$ cat config.mk
export PLATFORM = sky130hd
export DESIGN_NAME = pipe_stage_reg
export DESIGN_NICKNAME = d
export VERILOG_FILES = /design/src/rtl/sirius_pipe_pkg.sv /design/src/rtl/pipe_stage_reg.sv
export SDC_FILE = /design/constraint.sdc
export NUM_CORES = 1
export LEC_CHECK = 0
export ABC_AREA = 0
export CAP_MARGIN = 0
export CORE_UTILIZATION = 43
export DETAILED_ROUTE_END_ITERATION = 8
export PLACE_DENSITY = 0.76
export SLEW_MARGIN = 20
export SYNTH_ARGS = -nofsm -noshare
export SYNTH_HDL_FRONTEND = slang
export SYNTH_SLANG_ARGS = --single-unit
export TNS_END_PERCENT = 20
$ cat constraint.sdc
create_clock -name clk -period 1.75 [get_ports clk]
set_input_delay 0.175 -clock clk [delete_from_list [all_inputs] [get_ports clk]]
set_output_delay 0.175 -clock clk [all_outputs]
set_load 0.01 [all_outputs]
$ cat src/rtl/sirius_pipe_pkg.sv
// sirius_pipe_pkg: shared definitions for the 5-stage core pipeline registers.
//   - stage_state_e : occupancy state of a pipe_stage_reg (EMPTY/ONE/TWO)
//   - NOP_INST      : bubble instruction word (addi x0, x0, 0)
//   - *_W           : payload widths of the inter-stage registers
package sirius_pipe_pkg;

  typedef enum logic [1:0] {
    EMPTY = 2'd0,
    ONE   = 2'd1,
    TWO   = 2'd2
  } stage_state_e;

  localparam int unsigned INST_ADDR_W = 32;
  localparam int unsigned INST_W      = 32;
  localparam int unsigned XLEN        = 32;
  localparam int unsigned REG_IDX_W   = 5;
  localparam int unsigned CTRL_W      = 16;

  localparam logic [INST_W-1:0] NOP_INST = 32'h0000_0013;

  localparam int unsigned IF_ID_W  = INST_ADDR_W + INST_W;
  localparam int unsigned ID_EX_W  = INST_ADDR_W + 2 * XLEN + REG_IDX_W + CTRL_W;
  localparam int unsigned EX_MEM_W = 2 * XLEN + REG_IDX_W + CTRL_W;
  localparam int unsigned MEM_WB_W = XLEN + REG_IDX_W + CTRL_W;

endpackage

$ cat src/rtl/pipe_stage_reg.sv
// pipe_stage_reg: handshaked pipeline register between two core stages.
//   Parameters: DATA_W payload width, SKID (1 = two-entry skid buffer with
//   registered in_ready, 0 = single register with combinational in_ready),
//   BUBBLE value shown on out_data when empty/flushed, CNT_W stall counter width.
//   Ports:
//     clk, rst        clock, synchronous active-high reset
//     flush           squash all held entries (input beat in same cycle dropped)
//     in_valid/in_data/in_ready     upstream handshake
//     out_valid/out_data/out_ready  downstream handshake (outputs registered)
//     stall_cnt       saturating count of cycles with out_valid & !out_ready
module pipe_stage_reg
  import sirius_pipe_pkg::*;
#(
  parameter int unsigned       DATA_W = 64,
  parameter int unsigned       SKID   = 1,
  parameter logic [DATA_W-1:0] BUBBLE = '0,
  parameter int unsigned       CNT_W  = 16
) (
  input  logic              clk,
  input  logic              rst,
  input  logic              flush,
  input  logic              in_valid,
  input  logic [DATA_W-1:0] in_data,
  output logic              in_ready,
  output logic              out_valid,
  output logic [DATA_W-1:0] out_data,
  input  logic              out_ready,
  output logic [CNT_W-1:0]  stall_cnt
);

  stage_state_e      state_q, state_d;
  logic [DATA_W-1:0] main_q, main_d;
  logic [DATA_W-1:0] skid_q;
  logic [CNT_W-1:0]  stall_q;
  logic              in_xfer;

  assign in_xfer   = in_valid && in_ready;
  assign out_valid = (state_q != EMPTY);
  // main_q is forced to BUBBLE whenever the stage empties, so out_data can
  // come straight from the register without an output mux.
  assign out_data  = main_q;
  assign stall_cnt = stall_q;

  always_comb begin
    state_d = state_q;
    main_d  = main_q;
    unique case (state_q)
      EMPTY: begin
        if (in_xfer) begin
          state_d = ONE;
          main_d  = in_data;
        end
      end
      ONE: begin
        if (in_xfer && out_ready) begin
          main_d = in_data;
        end else if (in_xfer) begin
          // only reachable with SKID: without it in_ready is low here
          state_d = TWO;
        end else if (out_ready) begin
          state_d = EMPTY;
          main_d  = BUBBLE;
        end
      end
      TWO: begin
        if (out_ready) begin
          state_d = ONE;
          main_d  = skid_q;
        end
      end
      default: begin
        state_d = EMPTY;
        main_d  = BUBBLE;
      end
    endcase
  end

  always_ff @(posedge clk) begin
    if (rst || flush) begin
      state_q <= EMPTY;
      main_q  <= BUBBLE;
    end else begin
      state_q <= state_d;
      main_q  <= main_d;
    end
  end

  // Stall counter survives flush; only reset clears it.
  always_ff @(posedge clk) begin
    if (rst) begin
      stall_q <= '0;
    end else if (out_valid && !out_ready && (stall_q != '1)) begin
      stall_q <= stall_q + CNT_W'(1);
    end
  end

  if (SKID != 0) begin : g_skid
    logic in_ready_q;

    always_ff @(posedge clk) begin
      if (rst || flush) begin
        in_ready_q <= 1'b1;
        skid_q     <= BUBBLE;
      end else begin
        in_ready_q <= (state_d != TWO);
        if ((state_q == ONE) && in_xfer && !out_ready) begin
          skid_q <= in_data;
        end
      end
    end

    assign in_ready = in_ready_q;
  end else begin : g_noskid
    assign skid_q   = BUBBLE;
    assign in_ready = !out_valid || out_ready;
  end

endmodule

==> run metrics <==
Max Fclk 588 MHz; Worst Path Max Fanout 4; total negative slack 0 ns; Top Layer Used met4; die width 115 microns; syn avg cell area 10.0 sq um; Synth Net Count 621; num rows 41; Critical Path RT 2.04 ns; first-pass GRT wire length 22900 microns; Max-cap violations 0; Tot GR Track Use 22.2%; CTS Buf Count 17; CTS tree done; most frequent cells in the layout clkdlybuf4s50_1, dfxtp_1, nor2_1; worst r2r src stall_cnt[0]$_SDFFE_PP0P_; routed vias/inst 5.59; Yosys reg bits 147; slew at the pin closest to its max-slew limit 0.359 ns; DRT met1 WL 6230 microns; crit share post-route 97.2%; I/O Buffers 150; Netlist Area Pre-Place 5530 sq um; vias in the first global route 4870; layout net count 787; WS Path Type flop to flop; Hold Path Cell Cnt 3; Power Dens Cells 910 nW/um^2; drt drc 0; final worst slack 0.0482 ns; sequential cell area fraction in the yosys report 53.2%; Core ar. 12600 sq um; Lkg Pwr 2.76 nW; synth unique cells 39; CTS root buffer clkbuf_16; nature of the critical path endpoint flop; count of final hold-check violations 0; First DRT Iteration DRCs 570; crit path DAT 2.00 ns; most common cell after layout, fill and taps aside clkdlybuf4s50_1; HPWL after DPL 9610 microns; GPL Wtd Cong 0.800; post-layout instance area 8100 sq um; CTS clk-pin slew, worst paths 0.06 ns; Cell Area, Placed 7530 sq um; Initial Utilization 44.0%; Top FF cell, synth dfxtp_1; reg-to-reg critical path endpoint stall_cnt[15]$_SDFFE_PP0P_; die area 13300 sq um; Synthesis Warnings 0; Ant. Diodes 0; Worst Hold Launch in_data[38]; Post-synth EDFFs 0; R2R setup slack 0.05 ns; drt pass-1 iters 9; slew margin rel. 76.1%; Hold Path Sink skid_q[38]$_SDFFE_PP0P_; Worst Reg-to-Reg Cells 6; layout cell share with drive strength beyond 1 12.5%; Slew Limit Fails 0; Hold Buf Count CTS 0; peak supply drop 0.000625 V; worst hold path class input pin to flop; antenna violations before repair 0; type of origin of the critical path flop; CTS H-Tree Depth 4; skew final 0.00849 ns; DR vias 5043; Setup Viol. Count Final 0; height of the die 115 microns; largest net degree at the start of global routing 66; clock tree buffer depth 2; I/O pins 151; RSZ-0062 raised after global routing yes; GRT overflow 0; area grow syn2layout 46.5%; Routed WL 15000 microns; pre-CTS setup slack -0.221 ns; wire length per cell 16.7 microns; met3 WL 1110 microns; post-route ant nets 0; TritonCTS Sinks 147; status finished clean; worst skew pair latency 0.41 ns; Async S/R FF share, synth 0%; Tmin final 1.70 ns; WL met2 7590 microns; Gate Count Post-Synth 551
## registers in the layout (all words and copies together), names as in the netlist
| name | cells |
|---|---|
| out_data | 64 |
| skid_q | 64 |
| state_q | 2 |
| in_ready | 1 |
| stall_cnt | 16 |
## cells in the mapped netlist (2+ instances only)
master,instances,area [sq um]
a211oi_1,2,15.0
a21oi_1,13,65.1
a222oi_1,64,641
buf_1,8,30.0
buf_2,6,30.0
buf_4,6,45.0
clkbuf_1,28,105
dfxtp_1,147,2940
inv_1,5,18.8
mux2_2,2,22.5
mux2i_1,64,641
nand2_1,6,22.5
nand2b_1,2,12.5
nand3_1,5,25.0
nand4_1,3,18.8
nor2_1,137,514
nor2b_1,5,31.3
nor3_1,4,20.0
nor4_1,4,25.0
o21ai_0,5,25.0
o21ba_2,2,20.0
o31ai_1,7,52.6
or2_2,2,12.5
or3_1,2,12.5
or4_1,8,60.1
## stage by stage
stage	total power [W]	hold WS, ns	instances	utilization, %
CTS	0.00745	0.403	899	64.1
global placement	0.00419	0.468	867	59.9
floorplan	0.00380	0.322	551	-
global route	0.00765	0.428	902	64.5
finish	0.00738	0.417	902	64.5
detailed placement	0.00421	0.483	867	59.9
## cells by family (layout without fill, tap and decap cells)
logic type,count (synthesis),after routing,synth area share [%]
flip-flops,147,147,53.2
XOR/XNOR,1,1,0.158
multiplexers,67,67,12.2
buffers and inverters,53,232,4.14
adder cells (fa/ha/maj),1,1,0.226
AO/OA/AOI/OAI,97,97,15.4
AND/OR/NAND/NOR,185,185,14.7
## layer usage
layer,track usage [%],vias to the layer above
met1,25.1,2460
met2,38.6,177
met4,6.84,0
met5,0,-
met3,8.68,14
li1,-,2392
## repair_timing
action	4_1_cts	5_1_grt
gates cloned	0	1
pin swaps	0	11
buffers inserted	0	2
setup endpoints to repair	1	26
resized for setup	2	7
## critical path: stages, from the launching register on
cell,delay [ns]
dfxtp_1,0.34
ha_2,0.19
nand4_1,0.20
nor4_2,0.31
buf_4,0.20
nor4_2,0.05
mux2_1,0.31
## cell type report
type	instances	area, sq um
Clock buffer	28	507
Clock inverter	4	22.5
Fill cell	1017	4460
Inverter	5	18.8
Multi-Input combinational cell	351	2410
Sequential cell	147	2940
Tap cell	172	215
Timing Repair Buffer	195	1990
## report_power, final
| group | leakage [nW] | internal (W) | switching (W) | total, W |
|---|---|---|---|---|
| logic | 1.32 | 0.000391 | 0.000314 | 0.000706 |
| clock network | 0.258 | 0.00196 | 0.00127 | 0.00323 |
| registers | 1.19 | 0.00341 | 0.0000341 | 0.00344 |
| total | 2.76 | 0.00576 | 0.00162 | 0.00738 |
## worst max path at each step
stage                              startpoint                    endpoint  slack [ns]
floorplan           stall_cnt[5]$_SDFFE_PP0P_  stall_cnt[15]$_SDFFE_PP0P_        0.06
global placement                    out_ready   out_data[20]$_SDFFE_PP0P_       -0.14
detailed placement                  out_ready    out_data[1]$_SDFFE_PP0P_       -0.22
CTS                 stall_cnt[1]$_SDFFE_PP0P_  stall_cnt[10]$_SDFFE_PP0P_        0.04
global route        stall_cnt[0]$_SDFFE_PP0P_   stall_cnt[0]$_SDFFE_PP0P_       -0.07
finish              stall_cnt[0]$_SDFFE_PP0P_  stall_cnt[15]$_SDFFE_PP0P_        0.05
Note: power is estimated with default switching activity, not from simulation.
